===== src/rtl/mdu_issue_ctrl.sv =====
// ----------------------------------------------------------------------------
// mdu_issue_ctrl
//
// Purpose:
//   E-stage initiator for the multiply/divide unit. Issues mult/multu/div/divu
//   to the MDU with a one-cycle start pulse and keeps a cycle-exact shadow of
//   the MDU busy window. The shadow drives the D-stage stall for MD-class
//   instructions, so HI/LO are never read or written while a result is still
//   being computed.
//
// Parameters:
//   MULT_LAT  MDU busy cycles following a mult/multu start (default 5)
//   DIV_LAT   MDU busy cycles following a div/divu start (default 10)
//
// Ports:
//   i_clk          rising-edge clock
//   i_reset        asynchronous reset, active LOW
//   i_req          exception/interrupt request; freezes MDU, blocks issue
//   i_d_md         D-stage instruction is MD-class
//   i_e_valid      E-stage instruction is valid
//   i_e_op [3:0]   E-stage MDU op (0 none, 1 mult, 2 multu, 3 div, 4 divu,
//                  5 mfhi, 6 mflo, 7 mthi, 8 mtlo)
//   i_e_srca/b     forwarded E-stage operands (32 bit)
//   i_mdu_busy     Busy returned from the MDU (checker build only)
//   o_mdu_start    start pulse to the MDU
//   o_mdu_op [3:0] op to the MDU
//   o_mdu_srca/b   operands to the MDU (32 bit)
//   o_stall_d      freeze F/D and bubble E
//   o_proto_err    sticky protocol-mismatch flag
//
// Build option:
//   MDU_ISSUE_CHECK_EN  when defined, compares i_mdu_busy against the shadow
//                       busy window and flags MD ops arriving in E while busy.
//                       When undefined, o_proto_err is tied low.
// ----------------------------------------------------------------------------
module mdu_issue_ctrl #(
   parameter int MULT_LAT = 5,
   parameter int DIV_LAT  = 10
) (
   input  logic        i_clk,
   input  logic        i_reset,
   input  logic        i_req,
   input  logic        i_d_md,
   input  logic        i_e_valid,
   input  logic [3:0]  i_e_op,
   input  logic [31:0] i_e_srca,
   input  logic [31:0] i_e_srcb,
   input  logic        i_mdu_busy,
   output logic        o_mdu_start,
   output logic [3:0]  o_mdu_op,
   output logic [31:0] o_mdu_srca,
   output logic [31:0] o_mdu_srcb,
   output logic        o_stall_d,
   output logic        o_proto_err
);

   typedef enum logic {
      ST_IDLE = 1'b0,
      ST_RUN  = 1'b1
   } state_t;

   localparam logic [3:0] MULT_CNT = 4'(MULT_LAT);
   localparam logic [3:0] DIV_CNT  = 4'(DIV_LAT);

   state_t     r_state;
   state_t     w_state_nxt;
   logic [3:0] r_cnt;
   logic [3:0] w_cnt_nxt;
   logic       w_is_mul_div;
   logic       w_issue;

   // Decode which E-stage ops actually need the MDU to start. The HI/LO move
   // ops never start anything; the stall keeps them out of E while busy.
   always_comb begin
      w_is_mul_div = (i_e_op >= 4'd1) && (i_e_op <= 4'd4);
   end

   // Issue and stall are combinational so the start pulse lands in the same
   // cycle the op sits in E. Both are gated by reset so they drop the moment
   // reset is asserted rather than waiting for the state register.
   always_comb begin
      w_issue     = i_reset & i_e_valid & ~i_req & (r_state == ST_IDLE) & w_is_mul_div;
      o_mdu_start = w_issue;
      o_mdu_op    = i_e_valid ? i_e_op : 4'd0;
      o_mdu_srca  = i_e_srca;
      o_mdu_srcb  = i_e_srcb;
      o_stall_d   = i_reset & i_d_md & (w_issue | (r_state == ST_RUN));
   end

   // Next-state logic. The counter is loaded with the full latency on issue
   // and counts down in RUN; a pending request freezes it because the MDU
   // itself freezes while Req is high, keeping the shadow cycle-exact.
   always_comb begin
      w_state_nxt = r_state;
      w_cnt_nxt   = r_cnt;
      unique case (r_state)
         ST_IDLE: begin
            if (w_issue) begin
               w_state_nxt = ST_RUN;
               w_cnt_nxt   = (i_e_op <= 4'd2) ? MULT_CNT : DIV_CNT;
            end
         end
         ST_RUN: begin
            if (!i_req) begin
               if (r_cnt == 4'd1) begin
                  w_state_nxt = ST_IDLE;
                  w_cnt_nxt   = 4'd0;
               end else begin
                  w_cnt_nxt = r_cnt - 4'd1;
               end
            end
         end
         default: begin
            w_state_nxt = ST_IDLE;
            w_cnt_nxt   = 4'd0;
         end
      endcase
   end

   // State and counter registers, cleared by the system reset shared with
   // the MDU so both sides come out of reset idle together.
   always_ff @(posedge i_clk or negedge i_reset) begin
      if (!i_reset) begin
         r_state <= ST_IDLE;
         r_cnt   <= 4'd0;
      end else begin
         r_state <= w_state_nxt;
         r_cnt   <= w_cnt_nxt;
      end
   end

`ifdef MDU_ISSUE_CHECK_EN
   logic r_exp_busy;
   logic r_proto_err;
   logic w_busy_mismatch;
   logic w_issue_while_busy;

   // The MDU reports Busy exactly in the cycles the shadow sits in RUN, so
   // any disagreement, or a fresh mul/div arriving in E while busy (it would
   // be silently dropped), is a protocol violation.
   always_comb begin
      w_busy_mismatch    = (i_mdu_busy != r_exp_busy);
      w_issue_while_busy = i_e_valid & w_is_mul_div & (r_state == ST_RUN);
   end

   // Expected-busy shadow and the sticky error flag; only reset clears it.
   always_ff @(posedge i_clk or negedge i_reset) begin
      if (!i_reset) begin
         r_exp_busy  <= 1'b0;
         r_proto_err <= 1'b0;
      end else begin
         r_exp_busy  <= (w_state_nxt == ST_RUN);
         r_proto_err <= r_proto_err | w_busy_mismatch | w_issue_while_busy;
      end
   end

   assign o_proto_err = r_proto_err;
`else
   logic w_unused_busy;

   // Without the checker the Busy return is intentionally ignored.
   assign w_unused_busy = i_mdu_busy;
   assign o_proto_err   = 1'b0;
`endif

endmodule


===== config.mk =====
export PLATFORM = sky130hd
export DESIGN_NAME = mdu_issue_ctrl
export DESIGN_NICKNAME = d
export VERILOG_FILES = /design/src/rtl/mdu_issue_ctrl.sv
export SDC_FILE = /design/constraint.sdc
export NUM_CORES = 1
export LEC_CHECK = 0
export ABC_AREA = 1
export CORE_MARGIN = 2
export CORE_UTILIZATION = 21
export DETAILED_ROUTE_END_ITERATION = 7
export PLACE_DENSITY = 0.79
export SLEW_MARGIN = 30
export SYNTH_ARGS = -nofsm -noshare
export SYNTH_HDL_FRONTEND = slang
export SYNTH_SLANG_ARGS = --single-unit

===== constraint.sdc =====
create_clock -name i_clk -period 1.16 [get_ports i_clk]
set_clock_uncertainty 0.1 [all_clocks]
set_input_delay 0.348 -clock i_clk [delete_from_list [all_inputs] [get_ports i_clk]]
set_output_delay 0.348 -clock i_clk [all_outputs]
set_load 0.01 [all_outputs]

[Word level (Yosys, flattened, before mapping)]
Index checks and enable logic that the tools add are counted.
Storage, ports and cells
  memories kept: 0
  memory bits (writable): 0
  flip-flop bits (word level): 5
  bits in latches: 0
  output and inout bits: 71
  word-level logic and storage cells: 30
  memory bits (read-only): 0
Cells by class
  divide/modulo/power cells: 0
  muxes and demuxes: 10
  reductions and logical operators: 2
  add/sub/neg operators: 1
  order comparisons: 3
  bitwise operators: 9
  shift-type cells: 0
  equal/unequal tests: 3
  multiply operators: 0
Operator list (count)
  $mux 4: 5
  $pmux 4 s2: 1
  $and 1x1->1: 6
  $eq 4x1->1 const B: 1
  $ge 4x1->1 const B: 1
  $le 4x2->1 const B: 1
  $le 4x3->1 const B: 1
  $ne 2x2->1 const B: 2
  $sub 4x1->4 const B: 1
  $mux 1: 3
  $not 1->1: 2
  $pmux 1 s2: 1
  $reduce_and 2->1: 1
  $logic_and 1x1->1: 1
  $or 1x1->1: 1

[Longest topological paths before layout]
Gate-level depths: netlist of run 1.
  depth in word-level cells: 6
  gate-level depth with buffers: 8

[Worst setup path before layout of run 1]
OpenSTA, ideal clock, no wires.
  path kind: flip-flop to output port
  start point: reg r_state
  end point: out o_stall_d
  cell stages (with the launch flop): 6
  required time: 0.712 ns
  path slack: -0.250 ns
  path buffers: 0
  arrival time: 0.962 ns
  cells stage by stage: dfrtp_1 nor2_1 nand2_1 nor2_4 nand2_4 a21oi_1
On the way
  longest elaborated chain between the ends: 5
Ends and longest elaborated chain
  start, declared: RTL line 65  | state_t r_state;
  start signal, assigned: RTL line 127  | r_state <= w_state_nxt;
  $not 1->1
  $and 1x1->1 (2 in a row): RTL line 82  | w_issue = i_reset & i_e_valid & ~i_req & (r_state == ST_IDLE) & w_is_mul_div;
  $or 1x1->1 *: RTL line 87  | o_stall_d = i_reset & i_d_md & (w_issue | (r_state == ST_RUN));
  $and 1x1->1 *: RTL line 87
  end, declared: RTL line 53  | output logic o_stall_d,
Every way passes the cells marked *; elsewhere a longest branch is shown, timed or not.

[Final worst setup path of run 1]
Same ends and word-level chain as after synthesis.

==> impl_results.md, run 1 <==
* Clock Latency Late Sink at 0.22 ns
* Post-DP Area at 739.5 um2
* Mapped Cells at 138
* Slew Limit Fails at 0
* Remaining Overflow, GRT at 0
* Chip width at 70.67 um
* Sequential area share after synthesis at 13.40%
* Worst Reg-to-Reg Cells at 8
* Drt total wl at 1.605 mm
* Worst EP required at 0.71 ns
* Warnings, synthesis at 0
* GRT Util Overall at 6.197%
* # clock sinks at 5
* CORE AREA at 4324 um2
* Initial antenna violation count at 0
* Max Cap Violations at 0
* Switching Power at 0.0005747 W
* Min Tclk post-route at 1.624 ns
* Final setup fails at 10
* Post-synthesis register bit count at 5
* Final hold viol count at 0
* Routed Antenna Nets at 0
* Clock transition at path regs at 0.03 ns
* Outcome: complete, but fails checks
* Row count at 24
* WL/cell at 10.09 um
* Yosys top cell area share at 52.28%
* Syn-to-layout area delta at -5.764%
* Combinational power share at 53.8%
* Antenna cells at 0
* I/O Pins at 145
* Fin Setup TNS at -1.666 ns
* DP HPWL at 1.106 mm
* Reg-to-Reg Start: r_state
* Failing checks: negative setup slack
* R2r setup slk at -0.10 ns
* Drt initial violations at 6
* Final Cycle Share at 140.0%
* Crit start category: register
* Reg-to-Reg End: r_cnt[3]
* First-pass GRT wire length at 2.456 mm
* Worst Path Arrival at 1.18 ns
* Clock power share at 21.8%
* FMAX at 0.6156 GHz
* Layout cells sized above 1 at 52.34%
* Crit path kind: reg2out
* Post-Syn Area at 933.4 um2
* CTS tree: done
* Clock Root Buffer: clkbuf_8
* Sequential power share at 24.4%
* Synth top area cells: buf_4 52%, dfrtp_1 13%, nand2_1 12%, inv_1 5.2%, nand3_1 3.2%
* Gp weighted congestion at 0.7858
* Cell-internal power at 0.0008463 W
* RSZ-0062 raised after global routing: true
* Final worst setup slack at -0.4644 ns
* Die Y at 70.67 um
* Initial Utilization at 21.59%
* Nets@finish at 184
* Largest net degree at the start of global routing at 7
* Power density over the cells at 1615 nW/um2
* DRC at 0
* Vias at 589
* PortBufs at 14
* Net Count, Synth at 214
* Crit. Startpoint: r_state
* Hold_ws at 0.1120 ns
* Mapped Avg Cell Area at 6.764 um2
* Die ar. at 4994 um2
* Crit path max fanout at 3
* Yosys cell types at 17
* Vias per inst at 3.704
* Switching Share at 40.44%
* Area leader, netlist: buf_4
* Pre-CTS WS at -1.119 ns
* Min-delay worst type: in2async
* P_leak at 0.4890 nW
* Htree depth at 1
* Total CTS buffers at 3
* Drt first pass iters at 3
* Clk buf depth at 2
* Peak supply drop at 0.0004308 V
* Vias in the first global route at 603
* Critical Path Sink Type: primary output
* Final Cell Area at 879.6 um2
state kept, by name (all words and copies together), names as in the netlist:
| name | cells |
|---|---|
| r_cnt | 4 |
| r_state | 1 |
power by group through the flow:
stage          Combinational (W)  Sequential (W)  Clock [W]
6_report                0.000765        0.000346   0.000310
5_1_grt                 0.000859        0.000353   0.000338
4_1_cts                 0.000726        0.000330   0.000322
3_5_place_dp            0.000679        0.000327          0
3_3_place_gp            0.000660        0.000323          0
2_1_floorplan           0.000664        0.000315          0
cells by family after synthesis:
group / share of synthesized area [%]
buffers and inverters: 57.91
other: 0.4018
AND/OR/NAND/NOR: 21.58
flip-flops: 13.40
XOR/XNOR: 0.9385
AO/OA/AOI/OAI: 3.082
adder cells (fa/ha/maj): 2.681
worst max path at each step:
| stage | end | cells past startpoint | slack [ns] |
|---|---|---|---|
| finish | o_stall_d | 6 | -0.46 |
| global route | o_stall_d | 6 | -0.54 |
| CTS | o_stall_d | 6 | -0.49 |
| detailed placement | o_stall_d | 7 | -1.12 |
| global placement | o_stall_d | 7 | -1.10 |
| floorplan | o_stall_d | 5 | -0.18 |
cell usage in the layout (no fill, tap or decap), drive strengths merged:
| master | count |
|---|---|
| o21ai | 3 |
| conb | 1 |
| dfrtp | 5 |
| ha | 2 |
| inv | 14 |
| clkdlybuf4s50 | 1 |
| buf | 27 |
| a21oi | 2 |
| nand3 | 6 |
| nor2 | 6 |
| xor2 | 1 |
| dlygate4sd2 | 2 |
| nand2 | 33 |
| clkbuf | 4 |
metrics by stage:
stage	instances	util, %	total power (W)
floorplan	138	-	0.0009795
global placement	149	17.10	0.0009827
detailed placement	149	17.10	0.001006
CTS	162	20.37	0.001378
global route	159	20.34	0.001549
finish	159	20.34	0.001421
per-layer routing:
layer	vias up	GRT usage [%]	wire length (um)
met3	12	3.989	177
li1	287	-	-
met2	33	10.17	835
met1	257	4.927	530
met4	0	5.870	61
met5	-	0	0
synth_stat cells, drive strengths merged:
| cell type | number |
|---|---|
| buf | 65 |
| nand2 | 33 |
| inv | 14 |
| nand3 | 6 |
| nor2 | 6 |
| dfrtp | 5 |
| o21ai | 3 |
| a21oi | 2 |
| ha | 2 |
| conb | 1 |
| xor2 | 1 |
final cells by class:
| cell class | instances | area, um2 |
|---|---|---|
| inverter | 14 | 52.55 |
| clock buffer | 4 | 45.04 |
| sequential | 5 | 125.1 |
| timing repair buffer | 30 | 251.5 |
| multi-input combinational | 54 | 340.3 |
| fill | 490 | 3445 |
| tap | 52 | 65.06 |
worst max-delay path: stages, from the launching register on:
cell and delay (ns):
dfrtp_1 0.38, nor2_2 0.12, nand2_2 0.07, nor2_4 0.10, nand2_4 0.06, a21oi_4 0.11, buf_6 0.11
what timing repair did:
action                                  4_1_cts  5_1_grt
setup buffers                                 9        0
hold buffers                                  0        0
pin swaps                                    10        7
gates resized for setup                      68       12
hold endpoints to repair                      0        0
endpoints found under the setup margin       11       11
Note: power is estimated with default switching activity, not from simulation.
==> run 2: changes to the inputs <==
Settings changed: GPL_ROUTABILITY_DRIVEN set to 0.
==> results of run 2 <==
Same layout as run 1: the final DEF is identical, and so are final timing and power.
==> run 3: changes to the inputs <==
Settings changed: CORE_UTILIZATION 21 to 25, PLACE_DENSITY 0.79 to 0.88.
Clock period 1.16 ns to 2 ns, I/O delays scaled along.
==> run 3 against run 2 <==
Effect of this change: critical path type is now in2out; first-iteration DRC count rose to 4.0 times the previous value; core utilization shrank 0.094 points; critical path depth grew 1; the flow now finishes without violations; non-clock buffer count is 7 lower; clock power fell by 40%; largest cell class unchanged.
==> impl_results.md, run 3 (same netlist as run 1, synthesis figures left out) <==
* I/O Pins at 145
* Nets@finish at 177
* CORE AREA at 3633 um2
* Drt total wl at 1.518 mm
* Most frequent cells in the layout: 29 x nand2_1, 12 x inv_1, 9 x buf_4
* Most common cell after layout, fill and taps aside: nand2_1
* FMAX at 0.5096 GHz
* Reg-to-Reg Start: r_state
* WL/cell at 10.26 um
* Clock Latency Late Sink at 0.22 ns
* Remaining Overflow, GRT at 0
* Worst Path Arrival at 1.26 ns
* Crit path max fanout at 4
* Clock Root Buffer: clkbuf_8
* Worst path cell trace: buf_2 -> o21ai_2 -> nand2_1 -> inv_2 -> nand2_4 -> a21oi_2 -> buf_2
* Final worst setup slack at 0.03779 ns
* Chip width at 65.11 um
* Vias in the first global route at 539
* Drt first pass iters at 4
* Critical Path Sink Type: primary output
* Reg with most FFs: r_cnt
* Final Cycle Share at 98.11%
* Die ar. at 4239 um2
* Multi-input gate area at 287.8 um2
* Vias per inst at 3.872
* Syn-to-layout area delta at -21.18%
* Peak supply drop at 0.0002685 V
* Core Util, Final at 20.25%
* Row count at 22
* Initial Utilization at 25.69%
* Antenna cells at 0
* Slew Limit Fails at 0
* Max Cap Violations at 0
* Layout cells sized above 1 at 36.00%
* Htree depth at 1
* Initial antenna violation count at 0
* Routed Antenna Nets at 0
* Outcome: completed
* Clock transition at path regs at 0.04 ns
* Total CTS buffers at 3
* Clk buf depth at 2
* P_leak at 0.4359 nW
* Slowest-stage cell, CP: buf_2
* GRT Util Overall at 7.417%
* Crit path max-delay family: buffers and inverters
* PortBufs at 14
* Drt initial violations at 24
* Die Y at 65.11 um
* CP Buf/Inv Count at 3
* Vias at 573
* DP HPWL at 1.087 mm
* Post-DP Area at 690.7 um2
* CP dominant cell by count: buf_2
* Crit. Startpoint: i_e_op[0]
* Slowest stage delay, CP at 0.13 ns
* Fill cells at 421
* Max reg flops at 4
* Largest net degree at the start of global routing at 7
* Pre-CTS WS at -0.8060 ns
* Final Power at 0.0007460 W
* DRC at 0
* Crit start category: primary input
* Final Cell Area at 735.7 um2
* # clock sinks at 5
* Worst EP required at 1.30 ns
* CTS tree: done
* First-pass GRT wire length at 2.359 mm
* Biggest regs: r_cnt (4), r_state (1)
* Register area at 125.1 um2
* Min-delay worst type: in2async
* Final setup fails at 0
* Power density over the cells at 1014 nW/um2
* Final hold viol count at 0
* Min Tclk post-route at 1.962 ns
* Crit path kind: in2out
[run 3: cell types whose count changed in the layout (fill, tap and decap cells not counted), sizes merged]
cell / change
dlygate4sd2: -1
clkdlybuf4s15: +2
clkbuf: +2
clkdlybuf4s50: -1
buf: -9
[run 3: cell type report]
class / count / share of cell area (%)
Clock buffer: 4 / 6.122
Inverter: 14 / 7.143
Multi-Input combinational cell: 54 / 39.12
Sequential cell: 5 / 17.01
Tap cell: 48 / 8.163
Timing Repair Buffer: 23 / 22.45
[run 3: what timing repair did]
action / in CTS / in global routing
buffers inserted: 2 / 1
gates resized for setup: 57 / 3
hold buffers: 0 / 0
pin swaps: 9 / 5
cloned: 0 / 0
setup endpoints to repair: 6 / 4
hold endpoints to repair: 0 / 0
[run 3: path summary, 6_finish.rpt]
| kind | endpoint | cells after the start | slack (ns) |
|---|---|---|---|
| min in group i_clk | r_cnt[0] | 2 | 0.45 |
| worst max register to register | r_cnt[2] | 8 | 0.65 |
| worst min register to register | r_cnt[0] | 2 | 0.45 |
| max in group asynchronous | r_cnt[1] | 2 | 1.48 |
| worst max-delay path | o_stall_d | 7 | 0.04 |
| worst min-delay path | r_cnt[0] | 2 | 0.20 |
[run 3: worst reg2reg max path, delay by kind of cell, from the launching register on]
family / cells / cell delay, ns
buffers and inverters: 2 / 0.27
flip-flops: 1 / 0.40
AND/OR/NAND/NOR: 6 / 0.46
[run 3: stage by stage]
stage               hold WS (ns)    TNS, ns  cells
finish                    0.2029          0    148
global route              0.2144   -0.01230    148
CTS                       0.2126  -0.001514    147
detailed placement        0.4365     -3.711    141
global placement          0.4296     -3.667    141
floorplan                 0.2044          0    138
[run 3: where the power goes]
| part | internal (W) | leakage, nW | switching [W] |
|---|---|---|---|
| registers | 0.000148 | 0.0626 | 0.0000472 |
| logic | 0.000157 | 0.351 | 0.000207 |
| clock network | 0.000137 | 0.0228 | 0.0000496 |
| total | 0.000442 | 0.436 | 0.000304 |
[run 3: layer usage]
layer  track usage (%)  vias to the layer above  wire [um]
li1                  -                      270          -
met1             7.489                      253        548
met2             9.407                       26        648
met3             4.452                       24        220
met4             9.115                        0         99
met5                 0                        -          0
